**config.mk**
```make
export PLATFORM = sky130hd
export DESIGN_NAME = qduc_retune_ctrl
export DESIGN_NICKNAME = d
export VERILOG_FILES = /design/src/rtl/qduc_retune_ctrl_pkg.sv /design/src/rtl/qduc_retune_ctrl_gain_mult.sv /design/src/rtl/qduc_retune_ctrl.sv
export SDC_FILE = /design/constraint.sdc
export NUM_CORES = 1
export LEC_CHECK = 0
export ABC_AREA = 1
export BUFFER_PORTS_ARGS = -buffer_cell sky130_fd_sc_hd__buf_2
export CAP_MARGIN = 20
export CELL_PAD_IN_SITES_DETAIL_PLACEMENT = 1
export CELL_PAD_IN_SITES_GLOBAL_PLACEMENT = 1
export CORE_AREA = 2 2 179 181
export DETAILED_ROUTE_END_ITERATION = 6
export DIE_AREA = 0 0 181 183
export PLACE_DENSITY = 0.78
export SYNTH_ARGS = -nofsm -noshare
export SYNTH_HDL_FRONTEND = slang
export SYNTH_SLANG_ARGS = --single-unit
```
**constraint.sdc**
```tcl
create_clock -name clk -period 5.7 [get_ports clk]
set_input_delay 0.57 -clock clk [delete_from_list [all_inputs] [get_ports clk]]
set_output_delay 0.57 -clock clk [all_outputs]
set_load 0.02 [all_outputs]
```
**src/rtl/qduc_retune_ctrl_pkg.sv**
```systemverilog
// Shared constants, register map and types for the up-converter retune sequencer.
package qduc_pkg;

    localparam int ISZ        = 16;   // sample word size
    localparam int FSZ        = 26;   // NCO tuning word size
    localparam int DIV_BITS   = 8;    // one sample tick every 2^DIV_BITS clocks
    localparam int GW         = 9;    // gain width, 0..GAIN_FS
    localparam int GAIN_FS    = 256;  // unity gain
    localparam int GAIN_SHIFT = 8;    // log2(GAIN_FS)

    localparam logic [1:0] ADDR_FREQ   = 2'd0;
    localparam logic [1:0] ADDR_FLAGS  = 2'd1;
    localparam logic [1:0] ADDR_COMMIT = 2'd2;

    typedef enum logic [2:0] {
        RUN,
        RAMP_DOWN,
        SWITCH,
        SETTLE,
        RAMP_UP
    } state_t;

    // Bit order matches the host flags register: {tuner_byp, iq_swap, lo_ns_en}.
    typedef struct packed {
        logic tuner_byp;
        logic iq_swap;
        logic lo_ns_en;
    } flags_t;

endpackage

```
**src/rtl/qduc_retune_ctrl_gain_mult.sv**
```systemverilog
// Registered signed-sample x unsigned-gain multiply, scaled back by GAIN_FS.
// Loads on each enabled edge; an invalid sample loads zero.
module qduc_gain_mult
    import qduc_pkg::*;
(
    input  logic                  clk,
    input  logic                  reset,
    input  logic                  en,
    input  logic                  valid,
    input  logic signed [ISZ-1:0] s,
    input  logic        [GW-1:0]  gain,
    output logic signed [ISZ-1:0] y
);

    localparam int PW = ISZ + GW + 1;

    logic signed [PW-1:0] prod;

    // Zero-extend the gain so the multiply stays signed; |s*gain| <= 2^23 fits easily.
    always_comb begin
        prod = PW'(s) * PW'($signed({1'b0, gain}));
    end

    // Capture the scaled sample on the tick; the arithmetic shift floors toward -inf.
    always_ff @(posedge clk) begin
        // NOTE: registered state uses non-blocking assignment so every flop samples pre-edge values.
        if (reset) begin
            y <= '0;
        end else if (en) begin
            y <= valid ? ISZ'(prod >>> GAIN_SHIFT) : '0;
        end
    end

endmodule

```
**src/rtl/qduc_retune_ctrl.sv**
```systemverilog
// Retune sequencer in front of the quadrature up-converter: paces the sample
// stream, holds shadow tuning registers and applies them through a
// ramp-down / switch / settle / ramp-up sequence so the LO never jumps under signal.
module qduc_retune_ctrl
    import qduc_pkg::*;
#(
    parameter int RAMP_STEP    = 16,
    parameter int SETTLE_TICKS = 8
)(
    input  logic                  clk,
    input  logic                  reset,
    input  logic                  wr_en,
    input  logic [1:0]            wr_addr,
    input  logic [31:0]           wr_data,
    input  logic                  s_valid,
    output logic                  s_ready,
    input  logic signed [ISZ-1:0] s_i,
    input  logic signed [ISZ-1:0] s_q,
    output logic signed [ISZ-1:0] out_i,
    output logic signed [ISZ-1:0] out_q,
    output logic [FSZ-1:0]        lo_freq,
    output logic                  lo_ns_en,
    output logic                  iq_swap,
    output logic                  tuner_byp,
    output logic                  busy,
    output logic [15:0]           underrun_cnt
);

    localparam int             SW     = $clog2(SETTLE_TICKS + 1);
    localparam logic [GW:0]    STEP_W = (GW + 1)'(RAMP_STEP);
    localparam logic [GW-1:0]  STEP_G = GW'(RAMP_STEP);
    localparam logic [GW-1:0]  FULL_G = GW'(GAIN_FS);

    logic [DIV_BITS-1:0] cnt;
    logic                tick;
    state_t              state;
    logic [GW-1:0]       gain;
    logic [GW:0]         gain_sum;
    logic [GW-1:0]       gain_up;
    logic [GW-1:0]       gain_dn;
    logic [SW-1:0]       settle_cnt;
    logic [FSZ-1:0]      sh_freq;
    flags_t              sh_flags;
    flags_t              flags;
    logic                pending;
    logic                commit;
    logic                unused_wr_bits;

    assign tick           = &cnt;
    assign s_ready        = tick;
    assign commit         = wr_en && (wr_addr == ADDR_COMMIT);
    assign busy           = (state != RUN) || pending;
    assign lo_ns_en       = flags.lo_ns_en;
    assign iq_swap        = flags.iq_swap;
    assign tuner_byp      = flags.tuner_byp;
    assign unused_wr_bits = &{1'b0, wr_data[31:FSZ]};

    // Free-running period divider, kept in lockstep with the up-converter's divider.
    always_ff @(posedge clk) begin
        if (reset) cnt <= '0;
        else       cnt <= cnt + 1'b1;
    end

    // Saturating gain steps for the ramps.
    always_comb begin
        // NOTE: every always_comb output is assigned on every path, so no latch can be inferred.
        gain_sum = {1'b0, gain} + STEP_W;
        gain_up  = (gain_sum >= {1'b0, FULL_G}) ? FULL_G : gain_sum[GW-1:0];
        gain_dn  = (gain > STEP_G) ? (gain - STEP_G) : '0;
    end

    // Host shadow registers and the commit request; a same-cycle commit beats the SWITCH clear.
    always_ff @(posedge clk) begin
        if (reset) begin
            sh_freq  <= '0;
            sh_flags <= '0;
            pending  <= 1'b0;
        end else begin
            if (wr_en && (wr_addr == ADDR_FREQ))  sh_freq  <= wr_data[FSZ-1:0];
            if (wr_en && (wr_addr == ADDR_FLAGS)) sh_flags <= flags_t'(wr_data[2:0]);
            if (commit)                pending <= 1'b1;
            else if (state == SWITCH)  pending <= 1'b0;
        end
    end

    // Retune sequencer: tick-paced ramps around a single-clock switch of the active config.
    always_ff @(posedge clk) begin
        if (reset) begin
            state      <= RAMP_UP;
            gain       <= '0;
            settle_cnt <= '0;
            lo_freq    <= '0;
            flags      <= '0;
        end else begin
            case (state)
                RAMP_UP: if (tick) begin
                    if (gain == FULL_G) state <= RUN;
                    else                gain  <= gain_up;
                end
                RUN: if (tick && pending) begin
                    state <= RAMP_DOWN;
                end
                RAMP_DOWN: if (tick) begin
                    if (gain == '0) state <= SWITCH;
                    else            gain  <= gain_dn;
                end
                SWITCH: begin
                    lo_freq    <= sh_freq;
                    flags      <= sh_flags;
                    settle_cnt <= SW'(SETTLE_TICKS);
                    state      <= SETTLE;
                end
                SETTLE: if (tick) begin
                    settle_cnt <= settle_cnt - SW'(1);
                    if (settle_cnt <= SW'(1)) state <= RAMP_UP;
                end
                default: state <= RAMP_UP;
            endcase
        end
    end

    // Count ticks where the stream had nothing to give, holding at full scale.
    always_ff @(posedge clk) begin
        if (reset) begin
            underrun_cnt <= '0;
        end else if (tick && !s_valid && (underrun_cnt != 16'hFFFF)) begin
            underrun_cnt <= underrun_cnt + 16'd1;
        end
    end

    qduc_gain_mult u_mult_i (
        .clk   (clk),
        .reset (reset),
        .en    (tick),
        .valid (s_valid),
        .s     (s_i),
        .gain  (gain),
        .y     (out_i)
    );

    qduc_gain_mult u_mult_q (
        .clk   (clk),
        .reset (reset),
        .en    (tick),
        .valid (s_valid),
        .s     (s_q),
        .gain  (gain),
        .y     (out_q)
    );

endmodule

```
==> Flow_metrics.wiki, run 1 <==
{| class="wikitable"
! Metric !! Value
|-
| Wirelength, routed || 36700 um
|-
| Drt wl/cell || 14.7 um
|-
| Die Span Y || 183 um
|-
| Leading cell type in the layout, fill and taps excluded || sky130_fd_sc_hd__nand2_1
|-
| Number of warnings printed during yosys synthesis || 0
|-
| Worst vdd rail ir drop || 0.000198 V
|-
| Max_cap viols || 0
|-
| Number of buffers added on ports || 142
|-
| Site Rows || 65
|-
| Drt first-iter violations || 459
|-
| Final Cycle Share || 0.897
|-
| Via count || 12409
|-
| Total Nets Final || 2448
|-
| Post_cts resized || 0
|-
| Layout cells sized above 1 || 0.0993
|-
| Worst clock skew on the final layout || 0.0105 ns
|-
| Share of synthesized area occupied by flip-flops and latches || 0.187
|-
| TNS Setup || 0 ns
|-
| Final critical-path required period || 5.12 ns
|-
| CTS tree || yes
|-
| Leakage power of the design || 9.03 nW
|-
| EDFF count, synth || 0
|-
| Setup repair after global routing missed its margin || false
|-
| Floorplan core area || 0.0312 mm^2
|-
| Antenna violations before repair || 3
|-
| Overall die area || 0.0331 mm^2
|-
| Max-slew violation total from the final report || 0
|-
| Arrival time worst endpoint || 5.46 ns
|-
| Post-synthesis cell area || 0.0136 mm^2
|-
| FFs w/ async S/R, synth || 0
|-
| Layout area overhead || 14.8%
|-
| Predominant post-synthesis flop cell || sky130_fd_sc_hd__dfxtp_1
|-
| Number of inserted filler cells in the final layout || 4131
|-
| Initial Utilization || 0.436
|-
| Number of buffers added for setup after CTS || 0
|-
| Area used by multi-input combinational logic || 0.00985 mm^2
|-
| Slew @ Worst Pin || 0.889 ns
|-
| Root Buffer || sky130_fd_sc_hd__clkbuf_16
|-
| Clk buf depth || 2
|-
| GRT Util Overall || 0.230
|-
| Vias in the first global route || 13438
|-
| Placed insts || 2464
|-
| Worst hold path class || in2reg
|-
| DR DRC count || 0
|-
| CP Launch Type || register
|-
| Status || finished clean
|-
| Sum of overflow across all layers after global routing || 0
|-
| Post-synthesis register bit count || 127
|-
| Leading cell types in the layout, fill and taps excluded || sky130_fd_sc_hd__nand2_1 (483), sky130_fd_sc_hd__inv_1 (328), sky130_fd_sc_hd__nor2_1 (199), sky130_fd_sc_hd__fa_1 (148), sky130_fd_sc_hd__ha_1 (148)
|-
| Peak clock frequency supported by timing || 196 MHz
|-
| Final std cells w/o fill || 2497
|-
| Count of final hold-check violations || 0
|-
| Final Wtd Congestion || 0.865
|-
| Critical path class || reg2reg
|-
| Mean number of vias per cell || 4.97
|-
| Library cells used by synthesis || 40
|-
| Final number of setup-violating endpoints || 0
|-
| Power density over the cells || 166 mW/mm^2
|-
| Post-detailed-placement half-perimeter wirelength || 30200 um
|-
| H-tree levels || 4
|-
| Required time of the critical path || 6.04 ns
|-
| Chip Width || 181 um
|-
| Crit path capture type || register
|-
| Area taken by flip-flops and latches || 0.00254 mm^2
|-
| Worst-case headroom to the max-slew limit || 0.406
|-
| Clock transition at the registers of the reported paths || 0.06 ns
|-
| Top Ports || 149
|-
| First-pass iteration count of the detailed router || 5
|-
| Peak fanout along the critical path || 8
|-
| Largest net degree at the start of global routing || 56
|-
| Cell count after synthesis || 1887
|-
| Overall Power || 2.59 mW
|-
| Worst-Skew Late Latency || 0.41 ns
|-
| Post-Synthesis Mean Instance Area || 7.21 um^2
|-
| Global-route wire length before repair || 62600 um
|-
| Remaining antenna violation count || 0
|-
| Number of buffers inserted during clock tree synthesis || 17
|-
| Clock net sink count || 127
|-
| Hold bufs inserted after CTS || 0
|-
| Post-layout util || 0.500
|}
==> per-stage QoR <==
| step | worst slack, ns | instance area [um^2] | hold WS (ns) |
|---|---|---|---|
| after floorplan | 0.908 | 13900 | 0.418 |
| after global placement | 0.617 | 15000 | 0.428 |
| after detailed placement | 0.557 | 15000 | 0.442 |
| after CTS | 0.563 | 15600 | 0.397 |
| after global routing | 0.223 | 15600 | 0.405 |
| final | 0.585 | 15600 | 0.405 |
==> layer usage <==
metal	wire, um	track usage
met5	30	0
met2	19800	0.456
met4	616	0.0475
met3	939	0.0342
met1	15300	0.260
==> registers in the layout, summed over array words and instances, names as in the netlist <==
register      flops
iq_swap           1
lo_freq          26
u_mult_i.y       16
state             3
u_mult_q.y       16
cnt               8
sh_flags          3
underrun_cnt     16
lo_ns_en          1
gain              5
sh_freq          26
tuner_byp         1
settle_cnt        4
pending           1
==> area by class of cell <==
type                            instances  area share
Clock inverter                         10     0.00865
Clock buffer                           21      0.0301
Sequential cell                       127       0.163
Antenna cell                            1    0.000160
Multi-Input combinational cell       1444       0.631
Tap cell                              402      0.0322
Timing Repair Buffer                  160      0.0554
Inverter                              332      0.0798
==> worst max-delay path, stage by stage (launching register included) <==
cell	delay, ns
sky130_fd_sc_hd__dfxtp_1	0.60
sky130_fd_sc_hd__nand2_1	0.15
sky130_fd_sc_hd__fa_1	0.55
sky130_fd_sc_hd__inv_1	0.05
sky130_fd_sc_hd__fa_1	0.48
sky130_fd_sc_hd__fa_1	0.52
sky130_fd_sc_hd__fa_1	0.56
sky130_fd_sc_hd__inv_1	0.06
sky130_fd_sc_hd__fa_1	0.50
sky130_fd_sc_hd__inv_1	0.05
sky130_fd_sc_hd__ha_1	0.34
sky130_fd_sc_hd__a21oi_1	0.39
sky130_fd_sc_hd__o21a_1	0.25
sky130_fd_sc_hd__nor2_1	0.06
sky130_fd_sc_hd__nor2_1	0.12
sky130_fd_sc_hd__nand2_1	0.06
sky130_fd_sc_hd__nand2_1	0.05
sky130_fd_sc_hd__nand3_1	0.07
sky130_fd_sc_hd__a21oi_1	0.15
==> synthesized netlist by cell type, types with 17 or more instances <==
| master | instances | area, um^2 |
|---|---|---|
| sky130_fd_sc_hd__o21ai_0 | 90 | 450 |
| sky130_fd_sc_hd__nand4_1 | 20 | 125 |
| sky130_fd_sc_hd__ha_1 | 148 | 1850 |
| sky130_fd_sc_hd__dfxtp_1 | 127 | 2540 |
| sky130_fd_sc_hd__inv_1 | 328 | 1230 |
| sky130_fd_sc_hd__a21oi_1 | 106 | 531 |
| sky130_fd_sc_hd__clkbuf_1 | 43 | 161 |
| sky130_fd_sc_hd__nor2_1 | 199 | 747 |
| sky130_fd_sc_hd__nand3b_1 | 17 | 128 |
| sky130_fd_sc_hd__fa_1 | 148 | 2960 |
| sky130_fd_sc_hd__nand2_1 | 483 | 1810 |
| sky130_fd_sc_hd__nand3_1 | 78 | 390 |
==> kinds of logic (layout without fill, tap and decap cells) <==
logic type / count (synthesis) / after routing / synth area share
buf+inv: 392 / 523 / 0.110
flops: 127 / 127 / 0.187
fa+ha+maj: 296 / 296 / 0.354
other cells: 2 / 79 / 0.000552
xor+xnor: 16 / 16 / 0.0103
compound gates: 221 / 221 / 0.0849
simple gates: 833 / 833 / 0.254
==> power by group <==
| part | internal, mW | total (mW) | switching (mW) |
|---|---|---|---|
| logic | 0.199 | 0.564 | 0.365 |
| clock network | 0.719 | 1.12 | 0.399 |
| registers | 0.901 | 0.906 | 0.00572 |
==> final timing paths <==
kind / startpoint / endpoint / slack [ns] / depth (start not counted)
worst max register to register: gain[6] / u_mult_i.y[10] / 0.58 / 18
worst min register to register: cnt[0] / cnt[0] / 0.45 / 1
worst min-delay path: wr_data[14] / sh_freq[14] / 0.40 / 3
worst max-delay path: gain[6] / u_mult_i.y[10] / 0.58 / 18
No activity file was read; power rests on OpenSTA's default activity.
==> inputs of run 2 (changes only) <==
--- a/config.mk
+++ b/config.mk
@@ -6,13 +6,12 @@
 export NUM_CORES = 1
 export LEC_CHECK = 0
-export ABC_AREA = 1
 export BUFFER_PORTS_ARGS = -buffer_cell sky130_fd_sc_hd__buf_2
 export CAP_MARGIN = 20
 export CELL_PAD_IN_SITES_DETAIL_PLACEMENT = 1
 export CELL_PAD_IN_SITES_GLOBAL_PLACEMENT = 1
-export CORE_AREA = 2 2 179 181
+export CORE_AREA = 2 2 166 168
 export DETAILED_ROUTE_END_ITERATION = 6
-export DIE_AREA = 0 0 181 183
-export PLACE_DENSITY = 0.78
+export DIE_AREA = 0 0 168 170
+export PLACE_DENSITY = 0.79
 export SYNTH_ARGS = -nofsm -noshare
 export SYNTH_HDL_FRONTEND = slang
==> constraint.sdc (replaced) <==
create_clock -name clk -period 5.7 [get_ports clk]
set_input_delay 1.14 -clock clk [delete_from_list [all_inputs] [get_ports clk]]
set_output_delay 1.14 -clock clk [all_outputs]
set_load 0.02 [all_outputs]
==> Flow_metrics.wiki, run 2 <==
{| class="wikitable"
! Metric !! Value
|-
| Status || finished clean
|-
| Worst reg-to-reg path cell count || 18 (unchanged)
|-
| DR DRC count || 0 (unchanged)
|-
| Setup repair after global routing missed its margin || false
|-
| Floorplan core area || 0.0267 mm^2 (-15%)
|-
| Worst vdd rail ir drop || 0.000183 V (-7.3%)
|-
| CP Launch Type || input pin
|-
| Total Nets Final || 1945 (-21%)
|-
| CTS tree || yes
|-
| Remaining antenna violation count || 0 (unchanged)
|-
| FFs w/ async S/R, synth || 0 (unchanged)
|-
| Library cells used by synthesis || 58 (+45%)
|-
| Drt first-iter violations || 375 (-18%)
|-
| Antenna violations before repair || 5 (+2)
|-
| Synth area leader || sky130_fd_sc_hd__fa_1
|-
| Root Buffer || sky130_fd_sc_hd__clkbuf_16
|-
| Crit path launch || s_i[5]
|-
| Wirelength, routed || 30900 um (-16%)
|-
| Layout cells sized above 1 || 0.149 (+0.0495)
|-
| Peak fanout along the critical path || 4 (-4)
|-
| Post-detailed-placement half-perimeter wirelength || 24300 um (-20%)
|-
| Vias in the first global route || 10887 (-19%)
|-
| Site Rows || 60 (-7.7%)
|-
| Peak clock frequency supported by timing || 183 MHz (-6.2%)
|-
| Post-layout util || 0.540 (+0.0396)
|-
| Chip Width || 168 um (-7.2%)
|-
| Power density over the cells || 175 mW/mm^2 (+5.8%)
|-
| Worst r2r src || gain[5]
|-
| Post-synthesis cell area || 0.0122 mm^2 (-10%)
|-
| Final number of setup-violating endpoints || 0 (unchanged)
|-
| Via count || 9981 (-20%)
|-
| Required time of the critical path || 5.98 ns (-0.06 ns)
|-
| Mean number of vias per cell || 5.16 (+3.7%)
|-
| Leakage power of the design || 7.29 nW (-19%)
|-
| Critical path class || in2reg
|-
| Largest net degree at the start of global routing || 96 (+71%)
|-
| Number of warnings printed during yosys synthesis || 0 (unchanged)
|-
| Setup slack on the worst flop-to-flop path || 0.34 ns (-0.24 ns)
|-
| Final setup margin || 0.248 ns (-0.337 ns)
|-
| Critical path capture point || u_mult_i.y[15]
|-
| Overall die area || 0.0286 mm^2 (-14%)
|-
| Registers with the most flip-flops || lo_freq x26, sh_freq x26
|-
| Post_cts resized || 0 (unchanged)
|-
| Initial Utilization || 0.457 (+0.0215)
|-
| Worst-case headroom to the max-slew limit || 0.299 (-0.106)
|-
| Area share of the largest cell type after synthesis || 0.243 (+0.0254)
|-
| Pre-CTS setup slack || -0.282 ns (-0.839 ns)
|-
| Area after DPL || 0.0137 mm^2 (-8.3%)
|-
| Worst-Skew Late Latency || 0.42 ns (about the same)
|-
| Commonest cells post-synth || sky130_fd_sc_hd__nand2_1 (213), sky130_fd_sc_hd__fa_1 (148), sky130_fd_sc_hd__ha_1 (148)
|-
| TNS Setup || 0 ns (unchanged)
|-
| Max-slew violation total from the final report || 0 (unchanged)
|-
| Final Wtd Congestion || 0.825 (-4.6%)
|-
| Cell count after synthesis || 1353 (-28%)
|-
| Most instantiated library cell after synthesis || sky130_fd_sc_hd__nand2_1
|-
| Global-route wire length before repair || 52100 um (-17%)
|-
| Leading cell type in the layout, fill and taps excluded || sky130_fd_sc_hd__nand2_1
|-
| Post-Synthesis Mean Instance Area || 9.00 um^2 (+25%)
|-
| Count of final hold-check violations || 0 (unchanged)
|-
| Hold bufs inserted after CTS || 0 (unchanged)
|-
| Worst hold path class || reg2reg
|-
| Synth area leaders || sky130_fd_sc_hd__fa_1 (24%), sky130_fd_sc_hd__dfxtp_1 (21%), sky130_fd_sc_hd__ha_1 (15%)
|-
| First-pass iteration count of the detailed router || 4 (-1)
|-
| Predominant post-synthesis flop cell || sky130_fd_sc_hd__dfxtp_1
|-
| Share of synthesized area occupied by flip-flops and latches || 0.209 (+0.0218)
|-
| Sum of overflow across all layers after global routing || 0 (unchanged)
|-
| GRT Util Overall || 0.226 (-0.00395)
|-
| Layout area overhead || 18.1%
|-
| Final Cycle Share || 0.957 (+0.0592)
|-
| Slew @ Worst Pin || 1.05 ns (+0.162 ns)
|-
| H-tree levels || 4 (unchanged)
|-
| Die Span Y || 170 um (-7.1%)
|-
| Post-synthesis register bit count || 127 (unchanged)
|-
| Number of buffers added for setup after CTS || 0 (unchanged)
|-
| Top Ports || 149 (unchanged)
|-
| Final critical-path required period || 5.45 ns (+0.337 ns)
|-
| Drt wl/cell || 16.0 um (+8.7%)
|-
| Crit path capture type || register
|-
| Number of buffers added on ports || 142 (unchanged)
|-
| Clock net sink count || 127 (unchanged)
|-
| Final design instance area without fill || 0.0144 mm^2 (-7.9%)
|-
| Reg-to-reg critical path endpoint || u_mult_q.y[15]
|-
| Worst clock skew on the final layout || 0.0150 ns (+0.00446 ns)
|-
| Clk buf depth || 2 (unchanged)
|-
| Leading cell types in the layout, fill and taps excluded || sky130_fd_sc_hd__nand2_1 (213), sky130_fd_sc_hd__fa_1 (148), sky130_fd_sc_hd__ha_1 (148), sky130_fd_sc_hd__buf_2 (141), sky130_fd_sc_hd__dfxtp_1 (127)
|-
| EDFF count, synth || 0 (unchanged)
|-
| Number of buffers inserted during clock tree synthesis || 17 (unchanged)
|-
| Max_cap viols || 0 (unchanged)
|-
| Arrival time worst endpoint || 5.73 ns (+0.27 ns)
|-
| Clock transition at the registers of the reported paths || 0.07 ns (about the same)
|}
[run 2: cell types whose count changed after synthesis, moves of 25 or more]
| cell | previous run | this run |
|---|---|---|
| sky130_fd_sc_hd__and2_1 | 0 | 121 |
| sky130_fd_sc_hd__inv_1 | 328 | 106 |
| sky130_fd_sc_hd__nand2_1 | 483 | 213 |
| sky130_fd_sc_hd__nand3_1 | 78 | 25 |
| sky130_fd_sc_hd__nor2_1 | 199 | 66 |
| sky130_fd_sc_hd__o21ai_0 | 90 | 36 |
| sky130_fd_sc_hd__xnor2_1 | 6 | 33 |
| sky130_fd_sc_hd__xor2_1 | 10 | 35 |
[run 2: critical path, cell delays in order]
cell                       delay (ns)
sky130_fd_sc_hd__buf_2           0.13
sky130_fd_sc_hd__buf_4           0.11
sky130_fd_sc_hd__nand2_1         0.07
sky130_fd_sc_hd__fa_1            0.53
sky130_fd_sc_hd__inv_1           0.05
sky130_fd_sc_hd__fa_1            0.38
sky130_fd_sc_hd__fa_1            0.51
sky130_fd_sc_hd__fa_1            0.55
sky130_fd_sc_hd__inv_1           0.05
sky130_fd_sc_hd__fa_1            0.50
sky130_fd_sc_hd__inv_1           0.04
sky130_fd_sc_hd__ha_1            0.32
sky130_fd_sc_hd__nand2_1         0.08
sky130_fd_sc_hd__nor2_1          0.04
sky130_fd_sc_hd__o211ai_1        0.18
sky130_fd_sc_hd__o211ai_1        0.17
sky130_fd_sc_hd__or4_4           0.46
sky130_fd_sc_hd__a31oi_2         0.20
sky130_fd_sc_hd__xnor2_1         0.14
sky130_fd_sc_hd__o21ai_0         0.08
[run 2: final cells by class]
class / instances / area, um^2
antenna: 3 / 7.51
clock buffer: 19 / 443
clock inverter: 13 / 153
fill: 3196 / 12300
inverter: 106 / 398
multi-input combinational: 1134 / 9290
sequential: 127 / 2540
tap: 341 / 427
timing repair buffer: 193 / 1120
[run 2: stage by stage]
stage	hold slack, ns	cells	power, mW
final	0.447	1936	2.52
after CTS	0.450	1931	2.54
after detailed placement	0.440	1899	1.41
after floorplan	0.413	1429	1.24
after global routing	0.463	1933	2.66
after global placement	0.423	1899	1.39
[run 2: cell families (layout without fill, tap and decap cells)]
kind of cell | count (synthesis) | in the layout | share of synthesized area
AOI/OAI and AO/OA | 202 | 202 | 0.0971
and+or+nand+nor | 484 | 484 | 0.191
xor gates and xnor gates | 68 | 68 | 0.0489
other | 2 | 81 | 0.000616
DFF | 127 | 127 | 0.209
muxes | 6 | 6 | 0.00503
buffers and inverters | 168 | 331 | 0.0531
adders and majority gates | 296 | 296 | 0.395
[run 2: worst min path at each step]
| stage | start | to | slack (ns) | cells past startpoint |
|---|---|---|---|---|
| after CTS | u_mult_q.y[14] | u_mult_q.y[14] | 0.45 | 2 |
| final | u_mult_q.y[14] | u_mult_q.y[14] | 0.45 | 2 |
| after global routing | sh_freq[3] | lo_freq[3] | 0.46 | 2 |
| after global placement | cnt[0] | cnt[0] | 0.42 | 1 |
| after floorplan | cnt[0] | cnt[0] | 0.41 | 1 |
| after detailed placement | u_mult_i.y[12] | u_mult_i.y[12] | 0.44 | 1 |
[run 2: per-layer routing]
metal | up-vias | wire [um] | track usage | share of wire
li1 | 4789 | - | - | -
met1 | 4988 | 12600 | 0.256 | 0.41
met2 | 163 | 16600 | 0.432 | 0.54
met3 | 39 | 1070 | 0.0393 | 0.035
met4 | 2 | 695 | 0.0699 | 0.022
met5 | - | 13 | 0 | 0.00042
[run 2: power breakdown]
| part | switching, mW | internal (mW) |
|---|---|---|
| clock network | 0.452 | 0.666 |
| registers | 0.00496 | 0.896 |
| logic | 0.277 | 0.226 |
| total | 0.734 | 1.79 |
